## src/rtl/id_hazard_scheduler_pkg.sv

```systemverilog
// ---------------------------------------------------------------------------
// id_sched_pkg
// Shared types and constants for the decode-stage hazard scheduler.
//   sched_state_t : scheduler FSM state encoding
//   ALU_LL/ALU_SC : decoder ALU control codes that mark LL/SC instructions
//   STAT_W        : width of the optional hazard statistics counters
// Optional feature macro used by this slice: HAZARD_STATS_EN
// ---------------------------------------------------------------------------
package id_sched_pkg;

    typedef enum logic [2:0] {
        ST_IDLE        = 3'd0,
        ST_LU_STALL    = 3'd1,
        ST_SYS_DRAIN   = 3'd2,
        ST_SYS_NOTIFY  = 3'd3,
        ST_SYS_RELEASE = 3'd4
    } sched_state_t;

    localparam logic [5:0] ALU_LL = 6'b101000;
    localparam logic [5:0] ALU_SC = 6'b110110;
    localparam int         STAT_W = 32;

    // LL/SC go through the drain sequence but must not raise SYS.
    function automatic logic is_llsc(input logic [5:0] alu_control);
        return (alu_control == ALU_LL) || (alu_control == ALU_SC);
    endfunction

endpackage

```

## src/rtl/id_hazard_scheduler_if.sv

```systemverilog
// ---------------------------------------------------------------------------
// id_hazard_scheduler_if
// Bundles the decode-side inputs and the freeze/bubble outputs of the
// hazard scheduler.
//   master : decode/fetch side (drives instruction and EXE info, sees freeze)
//   slave  : scheduler side
// With HAZARD_STATS_EN defined, the three statistics counters are added.
// ---------------------------------------------------------------------------
interface id_hazard_scheduler_if;
    import id_sched_pkg::*;

    logic       Instr_Valid_IN;
    logic       Syscall_IN;
    logic [5:0] ALU_Control_IN;
    logic [4:0] RegA_IN;
    logic [4:0] RegB_IN;
    logic       UsesA_IN;
    logic       UsesB_IN;
    logic       EXE_MemRead_IN;
    logic [4:0] EXE_WriteReg_IN;
    logic       Hit_IN;

    logic       WANT_FREEZE;
    logic       Insert_Bubble;
    logic       Pass_Syscall;
    logic       SYS;
    logic       Busy;

`ifdef HAZARD_STATS_EN
    logic [STAT_W-1:0] Stat_LoadUse_OUT;
    logic [STAT_W-1:0] Stat_Syscall_OUT;
    logic [STAT_W-1:0] Stat_Miss_OUT;
`endif

    modport master (
        output Instr_Valid_IN, Syscall_IN, ALU_Control_IN, RegA_IN, RegB_IN,
               UsesA_IN, UsesB_IN, EXE_MemRead_IN, EXE_WriteReg_IN, Hit_IN,
        input  WANT_FREEZE, Insert_Bubble, Pass_Syscall, SYS, Busy
`ifdef HAZARD_STATS_EN
        , input Stat_LoadUse_OUT, Stat_Syscall_OUT, Stat_Miss_OUT
`endif
    );

    modport slave (
        input  Instr_Valid_IN, Syscall_IN, ALU_Control_IN, RegA_IN, RegB_IN,
               UsesA_IN, UsesB_IN, EXE_MemRead_IN, EXE_WriteReg_IN, Hit_IN,
        output WANT_FREEZE, Insert_Bubble, Pass_Syscall, SYS, Busy
`ifdef HAZARD_STATS_EN
        , output Stat_LoadUse_OUT, Stat_Syscall_OUT, Stat_Miss_OUT
`endif
    );

endinterface

```

## src/rtl/id_hazard_scheduler_loaduse.sv

```systemverilog
// ---------------------------------------------------------------------------
// id_loaduse_detect
// Pure comparator: flags a load-use hazard when the instruction in EXE is a
// load whose (non-zero) destination is read by the instruction in decode.
//   instr_valid : decode holds a real instruction
//   reg_a/reg_b : rs/rt of decode instruction, uses_a/uses_b qualify them
//   mem_read    : EXE instruction is a load
//   write_reg   : EXE destination register
//   hz          : hazard present
// ---------------------------------------------------------------------------
module id_loaduse_detect (
    input  logic       instr_valid,
    input  logic [4:0] reg_a,
    input  logic [4:0] reg_b,
    input  logic       uses_a,
    input  logic       uses_b,
    input  logic       mem_read,
    input  logic [4:0] write_reg,
    output logic       hz
);

    logic match_a;
    logic match_b;

    assign match_a = uses_a && (reg_a == write_reg);
    assign match_b = uses_b && (reg_b == write_reg);

    // r0 is hardwired zero, so a load targeting it never creates a hazard.
    assign hz = instr_valid && mem_read && (write_reg != 5'd0) && (match_a || match_b);

endmodule

```

## src/rtl/id_hazard_scheduler.sv

```systemverilog
// ---------------------------------------------------------------------------
// id_hazard_scheduler
// Decode-stage stall/bubble scheduler. Arbitrates syscall/LL/SC drain,
// load-use interlock and I-cache miss into fetch freeze, ID->EXE bubble and
// a one-cycle SYS strobe for the simulator.
//
// Parameters:
//   DRAIN_CYCLES         : full-bubble cycles before SYS notify (1..7)
//   LOADUSE_STALL_CYCLES : bubble cycles per load-use hazard (1..3)
// Ports:
//   CLK, RESET (async, active-high)
//   bus (slave modport of id_hazard_scheduler_if): decode inputs in,
//       WANT_FREEZE / Insert_Bubble / Pass_Syscall (combinational),
//       SYS (registered), Busy (state != IDLE)
// Optional: HAZARD_STATS_EN adds saturating per-cause freeze/bubble counters.
//
// state          | meaning
// ---------------+----------------------------------------------------------
// ST_IDLE        | normal decode; syscall > load-use > miss arbitration
// ST_LU_STALL    | extra load-use bubble cycles (only when stall > 1)
// ST_SYS_DRAIN   | full bubbles while older instructions drain
// ST_SYS_NOTIFY  | SYS strobe high; freeze inhibited
// ST_SYS_RELEASE | last bubble, freeze inhibited, back to IDLE next
// ---------------------------------------------------------------------------
module id_hazard_scheduler
    import id_sched_pkg::*;
#(
    parameter int DRAIN_CYCLES         = 3,
    parameter int LOADUSE_STALL_CYCLES = 1
) (
    input  logic                 CLK,
    input  logic                 RESET,
    id_hazard_scheduler_if.slave bus
);

    localparam logic [2:0] DRAIN_LOAD = 3'(DRAIN_CYCLES - 1);
    localparam logic [2:0] LU_LOAD    = (LOADUSE_STALL_CYCLES > 1) ?
                                        3'(LOADUSE_STALL_CYCLES - 2) : 3'd0;

    sched_state_t state, state_nx;
    logic [2:0]   cnt, cnt_nx;
    logic         llsc, llsc_nx;
    logic         sys_q, sys_nx;
    logic         hz;
    logic         sys_take;
    logic         freeze;
    logic         bubble;
    logic         pass_sys;

    id_loaduse_detect u_loaduse (
        .instr_valid (bus.Instr_Valid_IN),
        .reg_a       (bus.RegA_IN),
        .reg_b       (bus.RegB_IN),
        .uses_a      (bus.UsesA_IN),
        .uses_b      (bus.UsesB_IN),
        .mem_read    (bus.EXE_MemRead_IN),
        .write_reg   (bus.EXE_WriteReg_IN),
        .hz          (hz)
    );

    assign sys_take = bus.Instr_Valid_IN && bus.Syscall_IN;

    always_ff @(posedge CLK or posedge RESET) begin
        if (RESET) begin
            state <= ST_IDLE;
            cnt   <= 3'd0;
            llsc  <= 1'b0;
            sys_q <= 1'b0;
        end else begin
            state <= state_nx;
            cnt   <= cnt_nx;
            llsc  <= llsc_nx;
            sys_q <= sys_nx;
        end
    end

    always_comb begin
        state_nx = state;
        cnt_nx   = cnt;
        llsc_nx  = llsc;
        freeze   = 1'b0;
        bubble   = 1'b0;
        pass_sys = 1'b0;

        unique case (state)
            ST_IDLE: begin
                if (sys_take) begin
                    freeze   = 1'b1;
                    bubble   = 1'b1;
                    pass_sys = 1'b1;
                    cnt_nx   = DRAIN_LOAD;
                    llsc_nx  = is_llsc(bus.ALU_Control_IN);
                    state_nx = ST_SYS_DRAIN;
                end else if (hz) begin
                    freeze = 1'b1;
                    bubble = 1'b1;
                    if (LOADUSE_STALL_CYCLES > 1) begin
                        cnt_nx   = LU_LOAD;
                        state_nx = ST_LU_STALL;
                    end
                end else begin
                    freeze = !bus.Hit_IN;
                end
            end
            ST_LU_STALL: begin
                freeze = 1'b1;
                bubble = 1'b1;
                if (cnt == 3'd0) state_nx = ST_IDLE;
                else             cnt_nx   = cnt - 3'd1;
            end
            ST_SYS_DRAIN: begin
                freeze = 1'b1;
                bubble = 1'b1;
                if (cnt == 3'd0) state_nx = ST_SYS_NOTIFY;
                else             cnt_nx   = cnt - 3'd1;
            end
            ST_SYS_NOTIFY: begin
                // Freeze is inhibited here even on a miss so fetch can
                // observe the post-syscall PC redirect.
                bubble   = 1'b1;
                state_nx = ST_SYS_RELEASE;
            end
            ST_SYS_RELEASE: begin
                bubble   = 1'b1;
                state_nx = ST_IDLE;
            end
            default: state_nx = ST_IDLE;
        endcase
    end

    // SYS rises on the edge that enters SYS_NOTIFY and falls on the next one.
    assign sys_nx = (state == ST_SYS_DRAIN) && (cnt == 3'd0) && !llsc;

    assign bus.WANT_FREEZE   = freeze;
    assign bus.Insert_Bubble = bubble;
    assign bus.Pass_Syscall  = pass_sys;
    assign bus.SYS           = sys_q;
    assign bus.Busy          = (state != ST_IDLE);

`ifdef HAZARD_STATS_EN
    logic              lu_cyc;
    logic              sc_cyc;
    logic              miss_cyc;
    logic [STAT_W-1:0] stat_lu;
    logic [STAT_W-1:0] stat_sc;
    logic [STAT_W-1:0] stat_miss;

    assign lu_cyc   = ((state == ST_IDLE) && !sys_take && hz) || (state == ST_LU_STALL);
    assign sc_cyc   = ((state == ST_IDLE) && sys_take) || (state == ST_SYS_DRAIN) ||
                      (state == ST_SYS_NOTIFY) || (state == ST_SYS_RELEASE);
    assign miss_cyc = (state == ST_IDLE) && !sys_take && !hz && !bus.Hit_IN;

    always_ff @(posedge CLK or posedge RESET) begin
        if (RESET) begin
            stat_lu   <= '0;
            stat_sc   <= '0;
            stat_miss <= '0;
        end else begin
            if (lu_cyc   && (stat_lu   != '1)) stat_lu   <= stat_lu   + 1'b1;
            if (sc_cyc   && (stat_sc   != '1)) stat_sc   <= stat_sc   + 1'b1;
            if (miss_cyc && (stat_miss != '1)) stat_miss <= stat_miss + 1'b1;
        end
    end

    assign bus.Stat_LoadUse_OUT = stat_lu;
    assign bus.Stat_Syscall_OUT = stat_sc;
    assign bus.Stat_Miss_OUT    = stat_miss;
`endif

endmodule

```

## src/flat_wrapper.sv

```systemverilog
// flat-port wrapper written by rule: the top's interface ports become plain ports
module id_hazard_scheduler_flat import id_sched_pkg::*;
#(
    parameter int DRAIN_CYCLES         = 3,
    parameter int LOADUSE_STALL_CYCLES = 1
)
  (CLK, RESET, bus_Instr_Valid_IN, bus_Syscall_IN, bus_ALU_Control_IN, bus_RegA_IN, bus_RegB_IN, bus_UsesA_IN, bus_UsesB_IN, bus_EXE_MemRead_IN, bus_EXE_WriteReg_IN, bus_Hit_IN, bus_WANT_FREEZE, bus_Insert_Bubble, bus_Pass_Syscall, bus_SYS, bus_Busy);
  id_hazard_scheduler_if bus_i ();
  input  logic CLK;
  input  logic RESET;
  input wire logic [$bits(bus_i.Instr_Valid_IN)-1:0] bus_Instr_Valid_IN;
  input wire logic [$bits(bus_i.Syscall_IN)-1:0] bus_Syscall_IN;
  input wire logic [$bits(bus_i.ALU_Control_IN)-1:0] bus_ALU_Control_IN;
  input wire logic [$bits(bus_i.RegA_IN)-1:0] bus_RegA_IN;
  input wire logic [$bits(bus_i.RegB_IN)-1:0] bus_RegB_IN;
  input wire logic [$bits(bus_i.UsesA_IN)-1:0] bus_UsesA_IN;
  input wire logic [$bits(bus_i.UsesB_IN)-1:0] bus_UsesB_IN;
  input wire logic [$bits(bus_i.EXE_MemRead_IN)-1:0] bus_EXE_MemRead_IN;
  input wire logic [$bits(bus_i.EXE_WriteReg_IN)-1:0] bus_EXE_WriteReg_IN;
  input wire logic [$bits(bus_i.Hit_IN)-1:0] bus_Hit_IN;
  output wire logic [$bits(bus_i.WANT_FREEZE)-1:0] bus_WANT_FREEZE;
  output wire logic [$bits(bus_i.Insert_Bubble)-1:0] bus_Insert_Bubble;
  output wire logic [$bits(bus_i.Pass_Syscall)-1:0] bus_Pass_Syscall;
  output wire logic [$bits(bus_i.SYS)-1:0] bus_SYS;
  output wire logic [$bits(bus_i.Busy)-1:0] bus_Busy;
  assign bus_i.Instr_Valid_IN = bus_Instr_Valid_IN;
  assign bus_i.Syscall_IN = bus_Syscall_IN;
  assign bus_i.ALU_Control_IN = bus_ALU_Control_IN;
  assign bus_i.RegA_IN = bus_RegA_IN;
  assign bus_i.RegB_IN = bus_RegB_IN;
  assign bus_i.UsesA_IN = bus_UsesA_IN;
  assign bus_i.UsesB_IN = bus_UsesB_IN;
  assign bus_i.EXE_MemRead_IN = bus_EXE_MemRead_IN;
  assign bus_i.EXE_WriteReg_IN = bus_EXE_WriteReg_IN;
  assign bus_i.Hit_IN = bus_Hit_IN;
  assign bus_WANT_FREEZE = bus_i.WANT_FREEZE;
  assign bus_Insert_Bubble = bus_i.Insert_Bubble;
  assign bus_Pass_Syscall = bus_i.Pass_Syscall;
  assign bus_SYS = bus_i.SYS;
  assign bus_Busy = bus_i.Busy;
  id_hazard_scheduler #(.DRAIN_CYCLES(DRAIN_CYCLES), .LOADUSE_STALL_CYCLES(LOADUSE_STALL_CYCLES)) u_core (.CLK(CLK), .RESET(RESET), .bus(bus_i));
endmodule
```

## config.mk

```make
export PLATFORM = sky130hd
export DESIGN_NAME = id_hazard_scheduler_flat
export DESIGN_NICKNAME = d
export VERILOG_FILES = /design/src/rtl/id_hazard_scheduler_pkg.sv /design/src/rtl/id_hazard_scheduler_if.sv /design/src/rtl/id_hazard_scheduler_loaduse.sv /design/src/rtl/id_hazard_scheduler.sv /design/src/flat_wrapper.sv
export SDC_FILE = /design/constraint.sdc
export NUM_CORES = 1
export LEC_CHECK = 0
export BUFFER_PORTS_ARGS = -buffer_cell sky130_fd_sc_hd__clkbuf_2
export CAP_MARGIN = 20
export CORE_MARGIN = 5
export CORE_UTILIZATION = 46
export DETAILED_ROUTE_END_ITERATION = 12
export PLACE_DENSITY = 0.82
export SYNTH_ARGS = -nofsm -noshare
export SYNTH_HDL_FRONTEND = slang
export SYNTH_SLANG_ARGS = --single-unit
```

## constraint.sdc

```tcl
create_clock -name CLK -period 3.2 [get_ports CLK]
set_input_delay 0.32 -clock CLK [delete_from_list [all_inputs] [get_ports CLK]]
set_output_delay 0.32 -clock CLK [all_outputs]
set_load 0.01 [all_outputs]
```

# Yosys cells after proc, flatten, opt, wreduce, memory -nomap -nowiden

Cells that the tools add are included.

$add $sub $neg: 1
Equality and inequality tests: 12
Muxes and demuxes: 14
Reduce and logical (&&, ||, !) cells: 22

Operator list:

| cell                                                  | number |
|---|---|
| == test 6 bit, second input constant                  | 2 |
| 2-to-1 mux 3 bit                                      | 4 |
| one-hot mux 3 bit (4 select lines)                    | 1 |
| == test 5 bit                                         | 2 |
| logical AND 1 bit                                     | 8 |
| == test 3 x 2 -> 1 bit, second input constant         | 2 |
| zero test 3 bit                                       | 2 |
| 2-to-1 mux 1 bit                                      | 6 |
| inequality test 2 x 1 -> 1 bit, second input constant | 3 |
| one-hot mux 3 bit (2 select lines)                    | 1 |
| AND reduction 3 bit                                   | 2 |
| nonzero test 5 bit                                    | 1 |
| one-hot mux 1 bit (2 select lines)                    | 2 |
| OR reduction 4 bit                                    | 1 |
| == test 3 x 1 -> 1 bit, second input constant         | 1 |
| == test 3 bit, second input constant                  | 1 |
| nonzero test 3 bit                                    | 1 |
| subtractor 3 x 1 -> 3 bit, second input constant      | 1 |
| zero test 1 bit                                       | 2 |
| logical OR 1 bit                                      | 2 |
| inequality test 2 bit, second input constant          | 1 |
| AND reduction 2 bit                                   | 1 |
| nonzero test 2 bit                                    | 1 |
| OR reduction 2 bit                                    | 1 |

Bits in registers: 8
Input port bits: 29
Output and inout port bits: 5
Logic and storage cells: 53

# Longest topological paths before layout

Word-level depth: 7
Depth in mapped cells: 8
Depth with buffers taken out: 8

# Modules after synthesis

From an unflattened synthesis, not the netlist that was laid out.

Cell total of the unflattened synthesis: 67
Area, all modules: 650.6 um2

By module, submodules not included:

| module              | times used | cells an instance | area an instance (um2) | seq. area each (um2) |
|---|---|---|---|---|
| id_hazard_scheduler | 1          | 50                | 515.5                  | 200.2 |
| id_loaduse_detect   | 1          | 17                | 135.1                  | 0.0 |

# Worst setup path after synthesis

No wires, ideal clock.

Path type: input to output
Start point: input port bus_EXE_WriteReg_IN[1]
End point: output port bus_WANT_FREEZE
Arrival time: 1,192 ps
Data required time: 2,880 ps
Slack: 1,688 ps
Stages: 5
Path buffers: 0
Cell sequence: xnor2_1 > nand4_1 > o22ai_2 > o2111ai_2 > a221oi_2

Cells in the longest elaborated chain, start to end: 7
Elaborated cells on any way between the ends: 11
Those cells by class: 2 x eq/ne; 3 x mux; 6 x reduce/logical

Ends and longest elaborated chain:

| what                                   | line                                                                 | source |
|---|---|---|
| start: declaration                     | flat_wrapper.sv:19                                                   | `input wire logic [$bits(bus_i.EXE_WriteReg_IN)-1:0] bus_EXE_WriteReg_IN;` |
| == test 5 bit (on tied branches)       | id_hazard_scheduler_loaduse.sv:25, id_hazard_scheduler_loaduse.sv:26 |  |
| logical AND 1 bit (on tied branches)   | id_hazard_scheduler_loaduse.sv:25, id_hazard_scheduler_loaduse.sv:26 |  |
| logical OR 1 bit                       | id_hazard_scheduler_loaduse.sv:29                                    | `assign hz = instr_valid && mem_read && (write_reg != 5'd0) && (match_a \|\| match_b);` |
| logical AND 1 bit (*)                  | id_hazard_scheduler_loaduse.sv:29                                    |  |
| 2-to-1 mux 1 bit (*)                   | id_hazard_scheduler.sv:94                                            | `end else if (hz) begin` |
| 2-to-1 mux 1 bit (*)                   | id_hazard_scheduler.sv:87                                            | `if (sys_take) begin` |
| one-hot mux 1 bit (2 select lines) (*) | id_hazard_scheduler.sv:85                                            | `unique case (state)` |
| end: declaration                       | flat_wrapper.sv:21                                                   | `output wire logic [$bits(bus_i.WANT_FREEZE)-1:0] bus_WANT_FREEZE;` |

Every way passes the cells marked *; elsewhere a longest branch is shown, timed or not.

# Worst setup path in the final report

Start point: register u_core.state[0]
End point: output port bus_Pass_Syscall

Cells in the longest elaborated chain, start to end: 2

Ends and longest elaborated chain:

| what                     | line                      | source |
|---|---|---|
| start: declaration       | id_hazard_scheduler.sv:40 | `sched_state_t state, state_nx;` |
| start signal: assignment | id_hazard_scheduler.sv:70 | `state <= state_nx;` |
| zero test 3 bit          | id_hazard_scheduler.sv:85 |  |
| 2-to-1 mux 1 bit         | id_hazard_scheduler.sv:85 |  |
| end: declaration         | flat_wrapper.sv:23        | `output wire logic [$bits(bus_i.Pass_Syscall)-1:0] bus_Pass_Syscall;` |

Every way passes these cells.

==> flow_metrics.tcl <==
set metrics [dict create \
    setup_slack_ps 1390 \
    drt-wirelength-per-cell_um 12.1 \
    ir_drop_mv 0.393 \
    clk_root_buffer_cell "clkbuf_4" \
    synth_top_family_by_area "simple AND/OR/NAND/NOR gates" \
    rsz0062_at_grt "false" \
    hold_path_depth 3 \
    r2r-end "u_core.cnt[1]" \
    crit_buf_inv 1 \
    ys_types 29 \
    yosys-top-cells-area "dfrtp_1 33%, xnor2_1 16%, nand2_1 4.9%" \
    min_from "bus_ALU_Control_IN[5]" \
    path_cells "or3_1 > nor2_2 > clkbuf_2" \
    layout-drive-gt1-share 0.394 \
    finalSetupTns_ps 0 \
    drc 0 \
    syn_avg_cell_area_sq_um 8.79 \
    hpwl_mm 1.25 \
    final_util 0.634 \
    period_needed_ps 1810 \
    worst_pin_slew_ps 372 \
    p_leak_nw 0.411 \
    cts_max_path_buffers 2 \
    cp-startpoint "u_core.state[0]" \
    post-route-period-util 0.564 \
    placementRows 13 \
    holdWs_ps 365 \
    fmax_mhz 554 \
    seq_area_frac_synth 0.325 \
    path_clk_slew_ps 50 \
    power.density_mw_per_mm2 713 \
    antenna_left 0 \
    slowest_stage "dfrtp_1" \
    num_vias 611 \
    cp.required_ps 2880 \
    crit_fanout 12 \
    synthXorXnorAreaFrac 0.157 \
    r2r-start "u_core.cnt[0]" \
    ys_warn_count 0 \
    initial_core_util 0.479 \
    clk_latency_ps 250 \
    postCtsSetupRepairBufs 0 \
    io_buffers 33 \
    critPathLaunchType "flip-flop" \
    grt_max_degree 13 \
    synth_largest_area_cell "dfrtp_1" \
    synth_edf_count 0 \
    ioPinCount 34 \
    finalSetupViolCount 0 \
    worstSetupPathType "reg -> out" \
    drt_first_pass_iters 4 \
    routed_via_density 5.13 \
    grt.total_usage 0.146 \
    synthAdderAreaFrac 0.0407 \
    cts_tree "built" \
    die_area_sq_mm 0.00217 \
    synth_compound_area_frac 0.181 \
    place_congestion 0.779 \
    reg2reg_slack_ps 1640 \
    drt-total-wl_mm 1.44 \
    outcome "complete, no violations" \
    die_width_um 46.6 \
    slowest_delay_ps 510 \
    hold_path_end "u_core.llsc" \
    pre_cts_slack_ps 1400 \
    synth_simple_gate_area_share 0.226 \
    synth_seq_cells 8 \
    worstPathArrival_ps 1490 \
    grt_pass1_wl_mm 2.21 \
    final_cells 119 \
    maxCapViolCount 0 \
    htree_levels 1 \
    postSynthCellCount 70 \
    synth_top_area_frac 0.325 \
    nets 137 \
    synth_nets 101 \
    die_h_um 46.6 \
    syn_area_sq_um 616 \
    synth_mux_area_frac 0 \
    fin_worst_skew_ps 0.868 \
    synth_flop_cell "dfrtp_1" \
    gr-total-overflow 0 \
    hold_viol_final 0 \
    antenna_found_initial 0 \
    hold_path_class "in -> reg" \
    dpl_cell_area_sq_um 782 \
    place_inst 115 \
    ctsHoldBuffers 1 \
    syn2layout_area_growth_pct 32.3 \
    cts_sinks 8 \
    path_delay_family "simple AND/OR/NAND/NOR gates" \
    num_antenna_cells 0 \
    reg2regPathDepth 7 \
    async_flop_share 1.00 \
    grt_pass1_vias 582 \
    final_area_sq_um 815 \
    power_mw 0.581 \
    post_cts_resized 0 \
    cts_inserted_buffers 3 \
    slew_violations 0 \
    drt_iter0_drc 8 \
    core_area_sq_mm 0.00128 \
    endpoint_kind "output pin" \
    maxSlewHeadroom 0.752 \
]
==> where the power goes <==
group          switching (mW)  leakage, nW  internal, mW
Sequential             0.0592        0.102         0.146
Combinational           0.146        0.295         0.154
Clock                  0.0336       0.0138        0.0429
==> flip-flops by register name (all words and copies together), names as in the netlist <==
register,cells
u_core.bus.SYS,1
u_core.cnt,3
u_core.llsc,1
u_core.state,3
==> metal layers <==
| metal | vias to the layer above | track usage | wire [um] |
|---|---|---|---|
| li1 | 315 | - | - |
| met1 | 270 | 0.132 | 500 |
| met2 | 24 | 0.280 | 740 |
| met3 | 2 | 0.0391 | 182 |
| met4 | 0 | 0.0852 | 15 |
| met5 | - | 0 | 0 |
==> cells in the mapped netlist (2+ instances only) <==
master	count
a21o_1	2
a21oi_1	3
buf_2	2
dfrtp_1	8
ha_1	2
inv_1	7
nand2_1	8
nand4_1	3
nor2_1	2
o21ai_0	3
or3_1	2
xnor2_1	11
==> layout make-up <==
cell class                 instances  area, sq um
fill                             123          470
multi-input combinational         52          372
sequential                         8          200
timing repair buffer              34          175
inverter                           7         26.3
clock buffer                       3         22.5
tap                               15         18.8
==> how the worst max path moves through the flow <==
stage	end	slack, ps	cells past startpoint
after CTS	bus_Pass_Syscall	1380	3
after global placement	bus_WANT_FREEZE	1430	7
after floorplan	bus_WANT_FREEZE	1690	5
after detailed placement	bus_WANT_FREEZE	1400	7
after global routing	bus_Insert_Bubble	1310	4
final	bus_Pass_Syscall	1390	3
==> cell usage in the layout (no fill, tap or decap), types with 2 or more instances in the layout <==
| cell type | instances |
|---|---|
| clkbuf_2 | 33 |
| clkbuf_4 | 3 |
| dfrtp_1 | 8 |
| xnor2_1 | 11 |
| a21oi_1 | 3 |
| inv_1 | 7 |
| nand2_1 | 8 |
| nand4_1 | 3 |
| a21o_1 | 2 |
| ha_1 | 2 |
| nor2_1 | 2 |
| o21ai_0 | 3 |
| or3_1 | 2 |
==> worst min-delay path, stage by stage <==
cell	delay [ps]
clkbuf_2	80
nand4b_1	80
o21ai_0	80
==> kinds of logic after synthesis <==
kind of cell               Yosys count
xor gates and xnor gates            11
adders and majority gates            2
AOI/OAI and AO/OA                   14
buffers and inverters               10
and+or+nand+nor                     25
DFF                                  8
No activity file was read; power rests on OpenSTA's default activity.
